[config.mk]
export PLATFORM = sky130hd
export DESIGN_NAME = spi_reg_initiator
export DESIGN_NICKNAME = d
export VERILOG_FILES = /design/src/rtl/spi_reg_initiator.sv
export SDC_FILE = /design/constraint.sdc
export NUM_CORES = 1
export LEC_CHECK = 0
export ABC_CLOCK_PERIOD_IN_PS = 1900
export BUFFER_PORTS_ARGS = -buffer_cell sky130_fd_sc_hd__buf_2
export CAP_MARGIN = 20
export CORE_MARGIN = 2
export CORE_UTILIZATION = 50
export DETAILED_ROUTE_END_ITERATION = 10
export PLACE_DENSITY = 0.75
export SLEW_MARGIN = 20
export SYNTH_ARGS = -nofsm -noshare
export SYNTH_HDL_FRONTEND = slang
export SYNTH_SLANG_ARGS = --single-unit
[constraint.sdc]
create_clock -name clk -period 1.9 [get_ports clk]
set_clock_uncertainty 0.1 [all_clocks]
set_input_delay 0.19 -clock clk [delete_from_list [all_inputs] [get_ports clk]]
set_output_delay 0.19 -clock clk [all_outputs]
set_load 0.01 [all_outputs]
[src/rtl/spi_reg_initiator.sv]
// rtl/spi_reg_initiator.sv - SPI mode-0 target turning {wr_rdn, addr, data} frames into register-bus accesses
// Define SPI_AUTO_INC_EN for address-incrementing multi-word bursts while CS stays low.
module spi_reg_initiator #(
    parameter int REG_W  = 8,
    parameter int ADDR_W = 7
) (
    input  logic              clk,
    input  logic              rstb,
    input  logic              spi_cs_n,
    input  logic              spi_sclk,
    input  logic              spi_mosi,
    output logic              spi_miso,
    output logic              spi_miso_oe,
    output logic              wr_rdn,
    output logic [ADDR_W-1:0] addr,
    output logic [REG_W-1:0]  wdata,
    input  logic [REG_W-1:0]  rdata,
    output logic              ena,
    output logic              we,
    input  logic              ack,
    input  logic              err,
    output logic              bus_err,
    output logic              frame_err,
    output logic              busy
);

`ifdef SPI_AUTO_INC_EN
    localparam bit AUTO_INC = 1'b1;
`else
    localparam bit AUTO_INC = 1'b0;
`endif

    localparam int SR_W  = (ADDR_W + 1 > REG_W) ? ADDR_W + 1 : REG_W;
    localparam int CNT_W = $clog2(SR_W + 1);
    localparam logic [CNT_W-1:0] CMD_LAST  = CNT_W'(ADDR_W);
    localparam logic [CNT_W-1:0] DATA_LAST = CNT_W'(REG_W - 1);

    typedef enum logic [2:0] {IDLE, CMD, RD_REQ, DATA, WR_REQ, DONE} state_t;

    state_t           state;
    logic             cs_s1, cs_s2, cs_d;
    logic             sclk_s1, sclk_s2, sclk_d;
    logic             mosi_s1, mosi_s2;
    logic [CNT_W-1:0] cnt;
    logic [SR_W-2:0]  rx_sr;
    logic [SR_W-1:0]  rx_next;
    logic [REG_W-2:0] tx_sr;
    logic             word_done;
    logic             ovl;
    logic             sclk_rise, sclk_fall, cs_fall, cs_rise;

    always_ff @(posedge clk or negedge rstb) begin
        if (!rstb) begin
            {cs_s1, cs_s2, cs_d}       <= 3'b111;
            {sclk_s1, sclk_s2, sclk_d} <= 3'b000;
            {mosi_s1, mosi_s2}         <= 2'b00;
        end else begin
            cs_s1   <= spi_cs_n;
            cs_s2   <= cs_s1;
            cs_d    <= cs_s2;
            sclk_s1 <= spi_sclk;
            sclk_s2 <= sclk_s1;
            sclk_d  <= sclk_s2;
            mosi_s1 <= spi_mosi;
            mosi_s2 <= mosi_s1;
        end
    end

    assign sclk_rise = sclk_s2 & ~sclk_d;
    assign sclk_fall = ~sclk_s2 & sclk_d;
    assign cs_fall   = ~cs_s2 & cs_d;
    assign cs_rise   = cs_s2 & ~cs_d;
    assign rx_next   = {rx_sr, mosi_s2};

    always_ff @(posedge clk or negedge rstb) begin
        if (!rstb) begin
            state     <= IDLE;
            cnt       <= '0;
            rx_sr     <= '0;
            tx_sr     <= '0;
            spi_miso  <= 1'b0;
            wr_rdn    <= 1'b0;
            addr      <= '0;
            wdata     <= '0;
            ena       <= 1'b0;
            bus_err   <= 1'b0;
            frame_err <= 1'b0;
            word_done <= 1'b0;
            ovl       <= 1'b0;
        end else begin
            frame_err <= 1'b0;
            bus_err   <= 1'b0;
            case (state)
                IDLE: begin
                    spi_miso <= 1'b0;
                    if (cs_fall) begin
                        cnt       <= '0;
                        rx_sr     <= '0;
                        word_done <= 1'b0;
                        ovl       <= 1'b0;
                        state     <= CMD;
                    end
                end
                CMD: begin
                    if (cs_rise) begin
                        frame_err <= 1'b1;
                        state     <= IDLE;
                    end else if (sclk_rise) begin
                        rx_sr <= rx_next[SR_W-2:0];
                        if (cnt == CMD_LAST) begin
                            cnt    <= '0;
                            wr_rdn <= rx_next[ADDR_W];
                            addr   <= rx_next[ADDR_W-1:0];
                            if (rx_next[ADDR_W]) begin
                                state <= DATA;
                            end else begin
                                ena   <= 1'b1;
                                state <= RD_REQ;
                            end
                        end else begin
                            cnt <= cnt + 1'b1;
                        end
                    end
                end
                RD_REQ: begin
                    // A prefetch after a finished burst word is a clean end, not an abort
                    if (cs_rise && !word_done)
                        frame_err <= 1'b1;
                    if (ena && ack) begin
                        ena     <= 1'b0;
                        bus_err <= err;
                        if (cs_s2) begin
                            spi_miso <= 1'b0;
                            state    <= IDLE;
                        end else begin
                            tx_sr    <= rdata[REG_W-2:0];
                            spi_miso <= rdata[REG_W-1];
                            state    <= DATA;
                        end
                    end
                end
                DATA: begin
                    if (cs_rise) begin
                        if (cnt != '0 || !word_done)
                            frame_err <= 1'b1;
                        spi_miso <= 1'b0;
                        state    <= IDLE;
                    end else if (sclk_rise) begin
                        rx_sr <= rx_next[SR_W-2:0];
                        if (cnt == DATA_LAST) begin
                            cnt       <= '0;
                            word_done <= 1'b1;
                            if (wr_rdn) begin
                                wdata <= rx_next[REG_W-1:0];
                                ena   <= 1'b1;
                                state <= WR_REQ;
                            end else if (AUTO_INC) begin
                                addr  <= addr + 1'b1;
                                ena   <= 1'b1;
                                state <= RD_REQ;
                            end else begin
                                spi_miso <= 1'b0;
                                state    <= DONE;
                            end
                        end else begin
                            cnt <= cnt + 1'b1;
                        end
                    end else if (sclk_fall && cnt != '0 && !wr_rdn) begin
                        // The first bit was presented on ack; shift only after it has been sampled
                        spi_miso <= tx_sr[REG_W-2];
                        tx_sr    <= {tx_sr[REG_W-3:0], 1'b0};
                    end
                end
                WR_REQ: begin
                    if (ena && ack) begin
                        ena     <= 1'b0;
                        bus_err <= err;
                        if (cs_s2) begin
                            state <= IDLE;
                        end else if (AUTO_INC) begin
                            addr  <= addr + 1'b1;
                            state <= DATA;
                        end else begin
                            state <= DONE;
                        end
                    end
                end
                DONE: begin
                    spi_miso <= 1'b0;
                    if (cs_s2) begin
                        state <= IDLE;
                    end else if (sclk_rise && !ovl) begin
                        frame_err <= 1'b1;
                        ovl       <= 1'b1;
                    end
                end
                default: state <= IDLE;
            endcase
        end
    end

    assign we          = ena & wr_rdn;
    assign busy        = ~cs_s2 | ena;
    assign spi_miso_oe = ~spi_cs_n;

endmodule

==> flow_metrics.tcl, run 1 <==
set metrics [dict create \
    fin_crit_ps 1950 \
    dr.first_iter.drc_count 90 \
    antenna_found_initial 0 \
    place_inst 317 \
    cts_root_buf "clkbuf_8" \
    path_clk_slew_ps 90 \
    grt_pass1_wl_um 7920 \
    antenna_cells 0 \
    ys_ff_latch 51 \
    gp_congestion 0.892 \
    total_leakage_power_uw 0.00157 \
    worstSetupPathType "reg2reg" \
    final_core_util_pct 67.7 \
    synth_warnings 0 \
    die_w_um 72.6 \
    fin_area_sq_um 3010 \
    num_vias 1782 \
    cp-startpoint "cnt[0]$_DFFE_PN0P_" \
    status "finished, violations left" \
    layout-drive-gt1-share_pct 45.0 \
    peakVddDrop_mv 0.619 \
    cts_tree "done" \
    fp.dieH_um 72.6 \
    start_util_pct 52.9 \
    grtUsageTotal_pct 19.7 \
    cp_max_fo 7 \
    clock_latency_ps 310 \
    clockPowerShare_pct 23.6 \
    synthCells 208 \
    r2r-start "cnt[0]$_DFFE_PN0P_" \
    cts_inserted_buffers 5 \
    switching_power_uw 835 \
    drt-wirelength-per-cell_um 14.5 \
    nets 296 \
    io_buffers 37 \
    power.internal_uw 1870 \
    rsz0062_at_grt "true" \
    crit_path_end_kind "register" \
    die_area_sq_um 5260 \
    hpwlAfterDp_um 3480 \
    grt_overflow_total 0 \
    p_seq_share_pct 49.0 \
    timing.fmax_mhz 513 \
    std_cell_rows 24 \
    arrival_ps 2040 \
    cts_sinks 51 \
    tightest_slew_ps 601 \
    cts_max_level 2 \
    synthFlopType "dfrtp_1" \
    min-delay-start "err" \
    maxCapViolCount 0 \
    hold_viol_final 0 \
    syn_nets 225 \
    yosysUniqueCellTypes 42 \
    area_delta_synth_final_pct 28.1 \
    io_pins 38 \
    async_reset_ff_share_pct 100 \
    layout_setup_ws_ps -50.5 \
    cp.required_ps 1990 \
    slew_violations 0 \
    dr.pass1.iters 4 \
    ys_seq_area_share_pct 54.5 \
    routed_wl_um 4810 \
    crit_path_start_kind "register" \
    pwr-share-comb_pct 27.3 \
    worst_hold_slack_ps 16.7 \
    syn-cell-area_sq_um 2350 \
    switching_share_pct 30.9 \
    maxSlewHeadroom_pct 59.9 \
    placed_cell_area_sq_um 2790 \
    setup_violations 6 \
    synth-edff-count 0 \
    ant_nets 0 \
    via_per_inst 5.37 \
    hold_class "in2reg" \
    stdcell_count 332 \
    syn_area_per_cell_sq_um 11.3 \
    grt_pass1_vias 1692 \
    core_sq_um 4440 \
    drc_errors 0 \
    finalCritPeriodShare_pct 103 \
    powerDensity_nw_per_um2 897 \
    violations "negative setup slack" \
    grt_max_degree 28 \
    clockBufferDepth 2 \
]
[per-layer routing]
metal / part of all wire, % / wire length (um) / vias up / GRT usage, %
met5: 0 / 0 / - / 0
met4: 0.52 / 25 / 0 / 4.32
met3: 4.5 / 217 / 4 / 4.17
met1: 47 / 2280 / 860 / 27.9
met2: 48 / 2290 / 46 / 31.3
li1: - / - / 872 / -
[Yosys cell counts, types with 3 or more instances]
cell type | number | area, sq um
nor3_1 | 3 | 15.0
inv_1 | 3 | 11.3
nand2b_1 | 8 | 50.1
a31oi_1 | 3 | 18.8
mux2_4 | 6 | 90.1
buf_2 | 4 | 20.0
dfrtp_1 | 48 | 1200
mux2_2 | 23 | 259
nand2_1 | 25 | 93.8
clkbuf_1 | 3 | 11.3
nor2b_1 | 3 | 18.8
nor2_1 | 10 | 37.5
and2_1 | 3 | 18.8
o21ai_0 | 12 | 60.1
nand3_1 | 9 | 45.0
dfstp_2 | 3 | 78.8
a21oi_1 | 11 | 55.1
[kinds of logic after synthesis]
kind of cell               synth area share [%]
AOI/OAI and AO/OA                          9.43
DFF                                        54.5
buffers and inverters                      2.61
muxes                                      14.9
adders and majority gates                  1.06
and+or+nand+nor                            17.6
[worst paths after layout]
check / depth (start not counted) / to / slack [ps]
setup / recovery: 7 / tx_sr[4]$_DFFE_PN0P_ / -50
setup reg to reg: 7 / tx_sr[4]$_DFFE_PN0P_ / -50
min in group asynchronous: 2 / state[0]$_DFFE_PN0P_ / 330
max in group asynchronous: 3 / wdata[5]$_DFFE_PN0P_ / 820
hold reg to reg: 0 / sclk_s2$_DFF_PN0_ / 260
hold / removal: 2 / bus_err$_DFF_PN0_ / 20
[state kept, by name, indices dropped and copies added (netlist names)]
register and count:
addr 7, bus_err 1, cnt 4, cs_d 1
cs_s1 1, cs_s2 1, ena 1, frame_err 1
mosi_s1 1, mosi_s2 1, ovl 1, rx_sr 7
sclk_d 1, sclk_s1 1, sclk_s2 1, spi_miso 1
state 3, tx_sr 7, wdata 8, word_done 1
wr_rdn 1
[layout by cell type (no fill, tap or decap), drive strengths merged, types with 2 or more instances in the layout]
| cell type | n |
|---|---|
| nand3 | 9 |
| nor2 | 11 |
| nor2b | 3 |
| o31ai | 2 |
| dfrtp | 48 |
| mux2 | 29 |
| nor4b | 2 |
| inv | 4 |
| o21ai | 12 |
| and2b | 2 |
| or2 | 2 |
| nand2b | 8 |
| dfstp | 3 |
| ha | 2 |
| nand2 | 27 |
| nor3 | 4 |
| dlygate4sd3 | 5 |
| a21oi | 11 |
| buf | 68 |
| a31oi | 3 |
| clkbuf | 5 |
| and2 | 3 |
| a211oi | 2 |
[per-stage QoR]
stage          TNS, ps  setup WS (ps)  total power [uW]
5_1_grt          -1060           -162              2860
4_1_cts           -466          -81.1              2680
2_1_floorplan     -214          -35.7              1740
3_3_place_gp      -660           -111              2020
3_5_place_dp      -937           -159              2030
6_report          -281          -50.5              2700
[worst max-delay path, stage by stage (launching register included)]
cell     delay (ps)
dfrtp_1         360
inv_1            50
ha_2            170
nor3b_4         150
nor4b_4         260
a31oi_1         140
or2_4           300
mux2_4          310
[power groups by stage]
| stage | clock network, uW | logic, uW | registers, uW |
|---|---|---|---|
| 5_1_grt | 700 | 810 | 1350 |
| 6_report | 639 | 738 | 1320 |
| 3_3_place_gp | 0 | 681 | 1340 |
| 3_5_place_dp | 0 | 695 | 1340 |
| 4_1_cts | 657 | 708 | 1320 |
| 2_1_floorplan | 0 | 434 | 1310 |
[repair_timing]
action / in CTS / in global routing
setup endpoints to repair: 8 / 36
gates resized for setup: 1 / 15
pin swaps: 1 / 4
hold buffers: 5 / 0
gates cloned: 0 / 0
hold endpoints to repair: 27 / 0
setup buffers: 0 / 2
[cell type report]
type / instances / area (sq um)
fillers: 347 / 1430
multi-input cells: 145 / 1080
clock inverters: 3 / 23.8
well taps: 52 / 65.1
clock buffers: 5 / 68.8
flip-flops and latches: 51 / 1280
inverters: 3 / 11.3
repair buffers: 73 / 484
Note: power is estimated with default switching activity, not from simulation.
==> run 2: changes to the inputs <==
--- a/config.mk
+++ b/config.mk
@@ -5,13 +5,13 @@
 export SDC_FILE = /design/constraint.sdc
 export NUM_CORES = 1
 export LEC_CHECK = 0
-export ABC_CLOCK_PERIOD_IN_PS = 1900
+export ABC_CLOCK_PERIOD_IN_PS = 1800
 export BUFFER_PORTS_ARGS = -buffer_cell sky130_fd_sc_hd__buf_2
 export CAP_MARGIN = 20
 export CORE_MARGIN = 2
-export CORE_UTILIZATION = 50
+export CORE_UTILIZATION = 55
 export DETAILED_ROUTE_END_ITERATION = 10
-export PLACE_DENSITY = 0.75
+export PLACE_DENSITY = 0.78
 export SLEW_MARGIN = 20
 export SYNTH_ARGS = -nofsm -noshare
 export SYNTH_HDL_FRONTEND = slang
==> constraint.sdc (replaced) <==
create_clock -name clk -period 1.8 [get_ports clk]
set_clock_uncertainty 0.1 [all_clocks]
set_input_delay 0.18 -clock clk [delete_from_list [all_inputs] [get_ports clk]]
set_output_delay 0.18 -clock clk [all_outputs]
set_load 0.01 [all_outputs]
==> run 2 against run 1 <==
The run still ends with negative setup slack left; utilization rose by 8.5 points; die area decreased by 8.6%; clock-buffer cell count unchanged; worst setup slack worse by 120 ps; design area is 2.8% higher; critical path type unchanged; critical endpoint is now tx_sr[2]$_DFFE_PN0P_.
==> flow_metrics.tcl, run 2 (synthesized netlist as in run 1, its figures left out) <==
set metrics [dict create \
    dr.first_iter.drc_count 147 \
    grt_pass1_wl_um 8960 \
    fin_crit_ps 1970 \
    gp_congestion 0.858 \
    io_pins 38 \
    total_leakage_power_uw 0.00161 \
    setup_violations 17 \
    grt_pass1_vias 1834 \
    rsz0062_at_grt "true" \
    hold_class "in2reg" \
    cp.required_ps 1920 \
    p_total_uw 2910 \
    timing.fmax_mhz 507 \
    num_vias 1862 \
    start_util_pct 57.9 \
    worstSetupPathType "reg2reg" \
    std_cell_rows 23 \
    crit_path_start_kind "register" \
    die_w_um 69.4 \
    status "finished, violations left" \
    grt_overflow_total 0 \
    dr_wl_met2_um 2660 \
    cts_max_level 2 \
    largest_reg_flops 8 \
    hold_viol_final 0 \
    top_layer_used "met4" \
    final_common_cell "dfrtp_1" \
    layout-drive-gt1-share_pct 46.3 \
    arrival_ps 2090 \
    drt-wirelength-per-cell_um 16.2 \
    dr.pass1.iters 4 \
    finalCritPeriodShare_pct 110 \
    powerDensity_nw_per_um2 941 \
    grtUsageTotal_pct 23.8 \
    mostFrequentLayoutCells "47 x dfrtp_1, 37 x buf_2, 32 x buf_4" \
    cp_max_fo 7 \
    clock_latency_ps 330 \
    io_buffers 37 \
    area_delta_synth_final_pct 31.7 \
    dp_slack_ps -282 \
    tightest_slew_ps 466 \
    slew_violations 0 \
    ant_nets 0 \
    path_clk_slew_ps 100 \
    met3_length_um 300 \
    drt-met1-wl_um 2400 \
    fp.dieH_um 69.4 \
    via_per_inst 5.56 \
    maxSlewHeadroom_pct 69.0 \
    cts_tree "done" \
    layout_setup_ws_ps -174 \
    cts_root_buf "clkbuf_8" \
    drc_errors 0 \
    maxCapViolCount 0 \
    antenna_found_initial 0 \
    nets 301 \
    core_sq_um 4060 \
    violations "negative setup slack" \
    top_register "wdata" \
    clockBufferDepth 2 \
    final_core_util_pct 76.3 \
    die_area_sq_um 4810 \
    cts_sinks 51 \
    crit_path_end_kind "register" \
    hpwlAfterDp_um 3700 \
    routed_wl_um 5420 \
    grt_max_degree 34 \
    antenna_cells 0 \
    peakVddDrop_mv 0.710 \
    cts_inserted_buffers 5 \
]
[run 2: per-layer routing]
layer	GRT usage [%]	up-vias
met5	0	-
met4	6.75	0
met3	6.40	6
met2	38.9	52
met1	31.3	919
li1	-	885
[run 2: through the flow]
stage	instance area (sq um)	hold slack, ps	cells	TNS (ps)
floorplan	2360	-216	208	-814
global placement	2810	57.0	316	-1740
detailed placement	2810	61.4	316	-2580
CTS	3010	6.81	331	-900
global route	3090	110	335	-3210
finish	3090	107	335	-1310
[run 2: what timing repair did]
item                                    in CTS  in global routing
endpoints found under the setup margin      32                 37
buffers inserted                             2                  4
pin swaps                                    5                  5
resized for setup                            9                 18
hold endpoints to repair                    21                  1
hold buffers                                 6                  1
[run 2: worst paths after layout]
check	from	endpoint	cells after the start	slack, ps
max	cnt[1]$_DFFE_PN0P_	tx_sr[2]$_DFFE_PN0P_	7	-170
min	rdata[4]	tx_sr[4]$_DFFE_PN0P_	3	110
max reg2reg	cnt[1]$_DFFE_PN0P_	tx_sr[2]$_DFFE_PN0P_	7	-170
min reg2reg	mosi_s1$_DFF_PN0_	mosi_s2$_DFF_PN0_	0	260
max in group asynchronous	rstb	cs_s1$_DFF_PN1_	3	770
min in group asynchronous	rstb	ovl$_DFFE_PN0P_	2	230
[run 2: where the power goes]
part           total (uW)  internal [uW]  switching [uW]
Combinational         798            403             395
Sequential           1400           1290             117
Clock                 709            284             426
[run 2: final cells by class]
type                    instances  area [sq um]
clock buffers                   5          68.8
clock inverters                 3          25.0
fillers                       273           963
inverters                       3          11.3
multi-input cells             145          1110
flip-flops and latches         51          1280
well taps                      50          62.6
repair buffers                 78           536
[run 2: worst max-delay path, stage by stage, from the launching register on]
cell and delay, ps:
dfrtp_1 370, inv_2 40, ha_2 150, nor3b_4 150, nor4b_4 290, a31oi_2 150, or2_4 310, mux2_4 310
